<file path="src/rtl/uart_rx_fifo.sv">
`default_nettype none
// ============================================================================
// Module      : uart_rx_fifo
// Description : Parametrised UART receiver with configurable frame format,
//               false-start rejection, per-frame error flags and a show-ahead
//               valid/ready output backed by a small receive buffer.
//               Define UART_RX_FIFO_EN for a FIFO_DEPTH-entry FIFO; otherwise
//               a single holding register is used.
// Revision    : 1.0 - initial release
// ============================================================================
module uart_rx_fifo #(
  parameter int CLOCK_BAUD_RATIO = 400,
  parameter int BIT_WIDTH        = 8,
  parameter int PARITY           = 0,
  parameter int STOP_BITS        = 1,
  parameter int FIFO_DEPTH       = 4
) (
  input  logic                 clk,
  input  logic                 rst_n,
  input  logic                 rx,
  output logic                 out_valid,
  input  logic                 out_ready,
  output logic [BIT_WIDTH-1:0] out_data,
  output logic                 out_parity_err,
  output logic                 out_frame_err,
  output logic                 overrun,
  output logic                 busy
);

  localparam int c_tmr_w = $clog2(CLOCK_BAUD_RATIO);
  localparam int c_idx_w = $clog2(BIT_WIDTH + 1);
  localparam int c_ent_w = BIT_WIDTH + 2;
  localparam logic [c_tmr_w-1:0] c_half      = c_tmr_w'(CLOCK_BAUD_RATIO / 2 - 1);
  localparam logic [c_tmr_w-1:0] c_full      = c_tmr_w'(CLOCK_BAUD_RATIO - 1);
  localparam logic [c_idx_w-1:0] c_last_data = c_idx_w'(BIT_WIDTH - 1);
  localparam logic [c_idx_w-1:0] c_last_stop = c_idx_w'(STOP_BITS - 1);

  // Reject unsupported parameter sets at elaboration. The depth rule is
  // enforced in both builds so one parameter set is valid either way.
  if (CLOCK_BAUD_RATIO < 8 || (CLOCK_BAUD_RATIO % 2) != 0) begin : g_chk_ratio
    $error("CLOCK_BAUD_RATIO must be >= 8 and even");
  end
  if (BIT_WIDTH < 5 || BIT_WIDTH > 9) begin : g_chk_width
    $error("BIT_WIDTH must be 5..9");
  end
  if (PARITY < 0 || PARITY > 2) begin : g_chk_parity
    $error("PARITY must be 0, 1 or 2");
  end
  if (STOP_BITS < 1 || STOP_BITS > 2) begin : g_chk_stop
    $error("STOP_BITS must be 1 or 2");
  end
  if (FIFO_DEPTH < 2 || (FIFO_DEPTH & (FIFO_DEPTH - 1)) != 0) begin : g_chk_depth
    $error("FIFO_DEPTH must be a power of two >= 2");
  end

  typedef enum logic [2:0] {
    S_IDLE   = 3'd0,
    S_START  = 3'd1,
    S_DATA   = 3'd2,
    S_PARITY = 3'd3,
    S_STOP   = 3'd4
  } state_t;

  state_t               r_state;
  logic                 r_sync1, r_sync2, r_prev;
  logic [c_tmr_w-1:0]   r_tmr;
  logic [c_idx_w-1:0]   r_idx;
  logic [BIT_WIDTH-1:0] r_shift;
  logic                 r_perr, r_ferr, r_busy, r_overrun;
  logic                 w_fall, w_tick, w_par_x, w_par_err;
  logic                 w_push, w_pop, w_full, w_wr;
  logic [c_ent_w-1:0]   w_entry, w_head;

  // Two-flop synchronizer plus one history flop for falling-edge detection
  always_ff @(posedge clk or negedge rst_n) begin
    if (!rst_n) begin
      r_sync1 <= 1'b1;
      r_sync2 <= 1'b1;
      r_prev  <= 1'b1;
    end else begin
      r_sync1 <= rx;
      r_sync2 <= r_sync1;
      r_prev  <= r_sync2;
    end
  end

  assign w_fall    = r_prev & ~r_sync2;
  assign w_tick    = (r_tmr == '0);
  // Parity check covers the received data plus the parity bit being sampled
  assign w_par_x   = ^{r_shift, r_sync2};
  assign w_par_err = (PARITY == 2) ? ~w_par_x : w_par_x;

  // The push is combinational so the entry lands in the buffer on the edge
  // that ends the last stop sample; the frame flag includes that sample.
  assign w_push  = (r_state == S_STOP) && w_tick && (r_idx == c_last_stop);
  assign w_entry = {r_ferr | ~r_sync2, r_perr, r_shift};
  assign w_pop   = out_valid & out_ready;

  // Receiver FSM: mid-bit sampling driven by a reloading down-counter
  always_ff @(posedge clk or negedge rst_n) begin
    if (!rst_n) begin
      r_state <= S_IDLE;
      r_tmr   <= '0;
      r_idx   <= '0;
      r_shift <= '0;
      r_perr  <= 1'b0;
      r_ferr  <= 1'b0;
      r_busy  <= 1'b0;
    end else begin
      if (r_state != S_IDLE && !w_tick) r_tmr <= r_tmr - 1'b1;
      case (r_state)
        S_IDLE: begin
          if (w_fall) begin
            r_state <= S_START;
            r_tmr   <= c_half;
            r_idx   <= '0;
            r_perr  <= 1'b0;
            r_ferr  <= 1'b0;
            r_busy  <= 1'b1;
          end
        end
        S_START: begin
          if (w_tick) begin
            if (r_sync2) begin
              // Line back high at mid start bit: glitch, drop it
              r_state <= S_IDLE;
              r_busy  <= 1'b0;
            end else begin
              r_state <= S_DATA;
              r_tmr   <= c_full;
            end
          end
        end
        S_DATA: begin
          if (w_tick) begin
            r_tmr   <= c_full;
            r_shift <= {r_sync2, r_shift[BIT_WIDTH-1:1]};
            if (r_idx == c_last_data) begin
              r_idx   <= '0;
              r_state <= (PARITY != 0) ? S_PARITY : S_STOP;
            end else begin
              r_idx <= r_idx + 1'b1;
            end
          end
        end
        S_PARITY: begin
          if (w_tick) begin
            r_tmr   <= c_full;
            r_perr  <= w_par_err;
            r_state <= S_STOP;
          end
        end
        S_STOP: begin
          if (w_tick) begin
            r_tmr <= c_full;
            if (!r_sync2) r_ferr <= 1'b1;
            if (r_idx == c_last_stop) begin
              r_idx   <= '0;
              r_state <= S_IDLE;
              r_busy  <= 1'b0;
            end else begin
              r_idx <= r_idx + 1'b1;
            end
          end
        end
        default: begin
          r_state <= S_IDLE;
          r_busy  <= 1'b0;
        end
      endcase
    end
  end

`ifdef UART_RX_FIFO_EN
  localparam int c_ptr_w = $clog2(FIFO_DEPTH);
  localparam logic [c_ptr_w:0] c_depth = (c_ptr_w + 1)'(FIFO_DEPTH);

  logic [c_ent_w-1:0] r_mem [FIFO_DEPTH];
  logic [c_ptr_w-1:0] r_rd_ptr, r_wr_ptr;
  logic [c_ptr_w:0]   r_count;

  // A pop in the same cycle frees the slot for a push into a full FIFO
  assign w_full = (r_count == c_depth);
  assign w_wr   = w_push & (~w_full | w_pop);

  // Receive FIFO storage, pointers and overrun pulse
  always_ff @(posedge clk or negedge rst_n) begin
    if (!rst_n) begin
      for (int i = 0; i < FIFO_DEPTH; i++) r_mem[i] <= '0;
      r_rd_ptr  <= '0;
      r_wr_ptr  <= '0;
      r_count   <= '0;
      r_overrun <= 1'b0;
    end else begin
      if (w_wr) begin
        r_mem[r_wr_ptr] <= w_entry;
        r_wr_ptr        <= r_wr_ptr + 1'b1;
      end
      if (w_pop) r_rd_ptr <= r_rd_ptr + 1'b1;
      case ({w_wr, w_pop})
        2'b10:   r_count <= r_count + 1'b1;
        2'b01:   r_count <= r_count - 1'b1;
        default: r_count <= r_count;
      endcase
      r_overrun <= w_push & w_full & ~w_pop;
    end
  end

  // Head slot only changes on pop or on a push while empty (wr == rd)
  assign w_head    = r_mem[r_rd_ptr];
  assign out_valid = (r_count != '0);
`else
  logic               r_valid;
  logic [c_ent_w-1:0] r_hold;

  assign w_full = r_valid;
  assign w_wr   = w_push & (~r_valid | w_pop);

  // Single holding register in place of the FIFO
  always_ff @(posedge clk or negedge rst_n) begin
    if (!rst_n) begin
      r_valid   <= 1'b0;
      r_hold    <= '0;
      r_overrun <= 1'b0;
    end else begin
      if (w_wr) begin
        r_hold  <= w_entry;
        r_valid <= 1'b1;
      end else if (w_pop) begin
        r_valid <= 1'b0;
      end
      r_overrun <= w_push & w_full & ~w_pop;
    end
  end

  assign w_head    = r_hold;
  assign out_valid = r_valid;
`endif

  assign out_data       = w_head[BIT_WIDTH-1:0];
  assign out_parity_err = w_head[BIT_WIDTH];
  assign out_frame_err  = w_head[BIT_WIDTH+1];
  assign overrun        = r_overrun;
  assign busy           = r_busy;

endmodule
`default_nettype wire

</file>
<file path="config.mk">
export PLATFORM = sky130hd
export DESIGN_NAME = uart_rx_fifo
export DESIGN_NICKNAME = d
export VERILOG_FILES = /design/src/rtl/uart_rx_fifo.sv
export SDC_FILE = /design/constraint.sdc
export NUM_CORES = 1
export LEC_CHECK = 0
export BUFFER_PORTS_ARGS = -buffer_cell sky130_fd_sc_hd__buf_2
export CAP_MARGIN = 20
export CORE_ASPECT_RATIO = 0.7
export CORE_MARGIN = 1.5
export CORE_UTILIZATION = 55
export CTS_BUF_LIST = sky130_fd_sc_hd__clkbuf_2 sky130_fd_sc_hd__clkbuf_4 sky130_fd_sc_hd__clkbuf_8
export DETAILED_ROUTE_END_ITERATION = 10
export PLACE_DENSITY = 0.74
export SLEW_MARGIN = 10
export SYNTH_ARGS = -nofsm -noshare
export SYNTH_HDL_FRONTEND = slang
export SYNTH_SLANG_ARGS = --single-unit
</file>
<file path="constraint.sdc">
create_clock -name clk -period 4.73 [get_ports clk]
set_clock_uncertainty 0.15 [all_clocks]
set_input_delay 0.473 -clock clk [delete_from_list [all_inputs] [get_ports clk]]
set_output_delay 0.473 -clock clk [all_outputs]
set_load 0.01 [all_outputs]
</file>
Word level (Yosys, flattened, before mapping)
Cells that the tools add are included.

storage, ports and cells
  input port bits = 4
  output and inout port bits = 13
  word-level logic and storage cells = 96
  register bits = 42

operators by class
  add/sub/neg operators = 2
  mux-type cells = 35
  equality and inequality tests = 14
  bitwise operators = 11
  reductions and logical operators = 21

operators by type and width
  cell                                                  number
  two-way mux 9 bit                                     5
  case mux 9 bit (3 select lines)                       1
  two-way mux 3 bit                                     7
  two-way mux 4 bit                                     5
  inequality test 2 bit (second input constant)         8
  case mux 3 bit (5 select lines)                       1
  case mux 4 bit (3 select lines)                       1
  two-way mux 1 bit                                     11
  logical NOT 9 bit                                     1
  XOR reduction 9 bit                                   1
  subtractor 9 x 1 -> 9 bit (second input constant)     1
  AND reduction 4 bit                                   2
  AND reduction 7 bit                                   1
  equality test 3 x 2 -> 1 bit (second input constant)  2
  AND reduction 6 bit                                   1
  nonzero test 2 bit                                    3
  nonzero test 3 bit                                    2
  bitwise AND 1 bit                                     5
  adder 4 x 1 -> 4 bit (second input constant)          1
  equality test 4 x 3 -> 1 bit (second input constant)  1
  logical NOT 4 bit                                     1
  inverter 1 bit                                        4
  case mux 1 bit (2 select lines)                       2
  case mux 1 bit (4 select lines)                       1
  other kinds (12)                                      15

Depth between registers and ports, before layout
  word-level depth = 7
  depth in mapped cells = 9

Worst setup path before layout
No wires, ideal clock.

  kind = flip-flop to flip-flop
  start = register r_tmr[0]
  end = register r_hold[0]
  slack = 2,611 ps
  library setup time = 125 ps
  path buffers = 2
  data required time = 4,455 ps
  data arrival time = 1,844 ps
  stages on the path, launching flop included = 10
  path through = dfrtp_1 -> inv_1 -> ha_1 -> nor2b_1 -> and3_1 -> buf_4 -> nand3_1 -> nor2b_1 -> buf_4 -> mux2_2

on the way
  cells in the longest elaborated chain, start to end = 4

ends and longest elaborated chain
  what                             RTL line  text
  start: declaration               66        logic [c_tmr_w-1:0] r_tmr;
  start signal: assignment         110       if (r_state != S_IDLE && !w_tick) r_tmr <= r_tmr - 1'b1;
  start signal: assignment         115       r_tmr <= c_half;
  start signal: assignment         130       r_tmr <= c_full;
  logical NOT 9 bit                88        assign w_tick = (r_tmr == '0);
  logical AND 1 bit (2 in series)  95        assign w_push = (r_state == S_STOP) && w_tick && (r_idx == c_last_stop);
  bitwise AND 1 bit                217       assign w_wr = w_push & (~r_valid | w_pop);
  end signal: assignment           227       r_hold <= w_entry;
  end: declaration                 214       logic [c_ent_w-1:0] r_hold;

Every way passes these cells.
A chain may end at the register's enable or synchronous reset.

Worst setup path in the final report
  start = register r_tmr[0]
  end = register r_hold[5]

Same word-level chain as after synthesis.

==> impl_summary.txt <==
----------------------------------------------------
[Final layout]
  Most common cell after layout, fill and taps aside ... sky130_fd_sc_hd__dfrtp_1
  Filler cell count ... just under 300
  Most used cells in the layout excluding fill and tap cells ... sky130_fd_sc_hd__dfrtp_1 (39), sky130_fd_sc_hd__buf_2 (16), sky130_fd_sc_hd__nand2_1 (12)
  Multi-input gate area in the final layout ... 952.2 µm²
  Fraction of final layout cells sized beyond drive strength 1 ... between 20% and 30%
  Ant. Diodes ... 0
  Sequential cell area ... 1055 µm²
  Number of nets at the end of the flow ... 206
  Synth-to-layout area growth ... 9.558%

[Worst setup path]
  R2R depth ... 7
  Worst Setup EP ... r_hold[5]
  End of the worst register-to-register path ... r_hold[5]
  Source of the critical timing path ... r_tmr[0]
  Setup slack of the worst register-to-register path ... about 1.8 ns
  Setup Crit Path Kind ... flip-flop to flip-flop
  Sort of element at the start of the critical path ... flip-flop
  Worst R2R Start ... r_tmr[0]
  Endpoint type of the worst setup path ... flip-flop
  Endpoint arrival time on the critical path ... 2.96 ns
  Worst path required time ... around 4.8 ns
  Maximum fanout count along the critical path ... 10

[CTS]
  Max Root-Sink Buffers ... 2
  Level count of the clock H-tree ... 2
  Clock latency on the worst-skew pair ... ~0.3 ns
  Post-cts resize count ... 0
  Post-CTS clock slew at the launch and capture registers of the worst setup and hold paths ... roughly 0.090 ns
  Buffers inserted by post-CTS timing repair ... 0
  CTS Root Cell ... sky130_fd_sc_hd__clkbuf_8
  Total CTS buffers ... 5
  Clock tree from TritonCTS ... yes
  Count of hold buffers inserted by post-cts repair ... 0
  CTS Sinks ... between 40 and 50

[Yosys]
  Cell variety after synth ... 43
  Cell count after synthesis ... 182
  Syn_area_per_cell ... 11.36 µm²
  Syn. warnings ... 0
  Area of the mapped netlist ... 2068 µm²
  Sequential element share of the synthesized area ... around 51%
  Flop and latch count out of synthesis ... 42
  Number of nets produced by synthesis ... 190

[Routing]
  Vias per inst ... around 5.6
  Number of iterations in the first detailed-routing pass ... 4
  Detailed-route DRC error count ... 0
  Routed vias ... approximately 1400
  Post-detailed-routing wire length ... between 3 and 4 mm
  Wire per inst ... approximately 16 µm
  Number of nets still failing antenna checks after routing ... 0
  Violation count after the first detailed-routing iteration ... ~120

[Timing]
  Tmin final ... between 2 and 3 ns
  Upper clock frequency limit ... 342.8 MHz
  Relative slew margins ... around two fifths
  Measured slew at the worst slew-check pin ... 0.9101 ns
  Final setup fails ... 0
  Final sum of negative setup slack ... 0 ns
  Number of pins exceeding their max-slew limit in the final report ... 0
  Setup repair after global routing missed its margin ... no
  Worst-case setup margin in the final layout ... around 1.8 ns
  Hold Vio Cnt, Final ... 0
  Final clock period utilization by the worst path ... ~62%

[Floorplan]
  Starting utilization of the core area ... 58.12%
  Placeable Area ... between 3000 and 4000 µm²
  Overall die width ... between 70 and 80 µm
  Die Span Y ... between 50 and 60 µm
  Die ar. ... between 4000 and 5000 µm²
  I/O pins ... 17
  Number of placement rows ... 18

[Power and ir drop]
  Power per cell area ... 414.0 nW/µm²
  IR drop worst, VDD ... 0.2525 mV
  Leakage power total ... approximately 0.0011 µW

[Global route]
  Total track usage ... a little over a fifth
  Initial antenna violation count ... 0
  Largest net degree at the start of global routing ... between 40 and 50
  Remaining Overflow, GRT ... 0
  Number of global-route vias before repair ... around 1400
  Global-route wire length before repair ... approximately 6.6 mm

[Flow run]
  Maximum Capacitance Violations ... 0

[Place]
  Number of buffers inserted by port buffering ... 16
  Routability Congestion ... between 0.8 and 0.9
  Worst slack at placement ... ~1.9 ns
  Total half-perimeter wirelength after legalization and detailed placement ... about 2.8 mm

[Outcome]
  Run status ... finished, final reports clean

[Worst hold path]
  Worst min-delay path category ... input pin to flip-flop

----------------------------------------------------
==> cell type report <==
cell class	instances	area share (%)
multi-input cells	127	42.02
clock buffers	5	3.037
repair buffers	16	3.534
flip-flops and latches	42	46.55
well taps	50	2.761
clock inverters	3	1.104
inverters	6	0.9939
==> critical path, stage by stage, from the launching register on <==
cell and delay (ns):
sky130_fd_sc_hd__dfrtp_1 0.41, sky130_fd_sc_hd__inv_1 0.10, sky130_fd_sc_hd__ha_1 0.17, sky130_fd_sc_hd__nor2b_1 0.29, sky130_fd_sc_hd__and3_1 0.39, sky130_fd_sc_hd__nand3_1 0.15
sky130_fd_sc_hd__nor2b_1 0.73, sky130_fd_sc_hd__mux2_2 0.42
==> where the power goes <==
group          internal [µW]  switching, µW
clock network            106            131
registers                412           68.9
logic                   93.4            126
total                    611            327
==> registers in the layout, summed over array words and instances (netlist names) <==
| register | cells |
|---|---|
| overrun | 1 |
| r_tmr | 9 |
| busy | 1 |
| r_prev | 1 |
| r_state | 3 |
| r_sync1 | 1 |
| r_sync2 | 1 |
| r_idx | 4 |
| r_perr | 1 |
| r_ferr | 1 |
| r_shift | 8 |
| out_valid | 1 |
| r_hold | 10 |
==> logic make-up after synthesis <==
kind of cell,count (synthesis),share of synthesized area [%]
AND/OR/NAND/NOR,62,17.30
flip-flops,42,51.00
AO/OA/AOI/OAI,27,8.167
multiplexers,19,11.80
XOR/XNOR,15,6.352
buffers and inverters,13,2.964
adder cells (fa/ha/maj),4,2.420
==> through the flow <==
stage	area (µm²)	util (%)	power, µW	hold slack (ns)	instances
floorplan	2068	-	644.0	0.02741	182
global placement	2172	61.04	689.4	0.1963	241
detailed placement	2172	61.04	705.7	0.1991	241
CTS	2266	63.68	947.5	0.1079	249
global route	2266	63.68	998.0	0.1101	249
finish	2266	63.68	938.0	0.1176	249
==> synth_stat cells (all sizes together) <==
cell     n  area share (%)
a21oi    8             2.1
a221o    1            0.48
a221oi   1            0.42
a31o     1            0.42
a31oi    1            0.30
and2     1            0.30
and3     1            0.30
buf      4             1.3
clkbuf   3            0.54
dfrtp   39              47
dfstp    3             3.8
ha       4             2.4
inv      6             1.1
mux2    19              12
nand2   12             2.2
nand2b   8             2.4
nand3    9             2.4
nand3b   1            0.36
nand4    2            0.60
nand4b   2            0.85
nor2     8             1.5
nor2b    4             1.2
nor3     5             1.2
nor3b    1            0.36
nor4     2             1.3
nor4bb   1            0.48
o21ai   10             2.4
o22a     1            0.42
o311ai   1            0.42
o31ai    2            0.73
o41ai    1            0.42
or2      1            0.30
or3      2            0.60
or3b     1            0.42
or4b     1            0.48
xnor2    8             3.4
xor2     7             3.0
==> routing by layer <==
metal	global-route usage (%)	vias to the layer above	share of wire, %
met5	0	-	0
met4	8.333	0	1.5
met3	4.500	5	4.6
met2	35.27	34	46
met1	28.91	695	48
li1	-	671	-
==> worst min path at each step <==
| stage | from | endpoint | slack, ns | depth (start not counted) |
|---|---|---|---|---|
| 2_1_floorplan | rst_n | busy | 0.03 | 0 |
| 3_3_place_gp | r_sync1 | r_sync2 | 0.20 | 0 |
| 3_5_place_dp | r_sync1 | r_sync2 | 0.20 | 0 |
| 4_1_cts | rx | r_sync1 | 0.11 | 1 |
| 5_1_grt | rx | r_sync1 | 0.11 | 1 |
| 6_report | rx | r_sync1 | 0.12 | 1 |
Note: power is estimated with default switching activity, not from simulation.
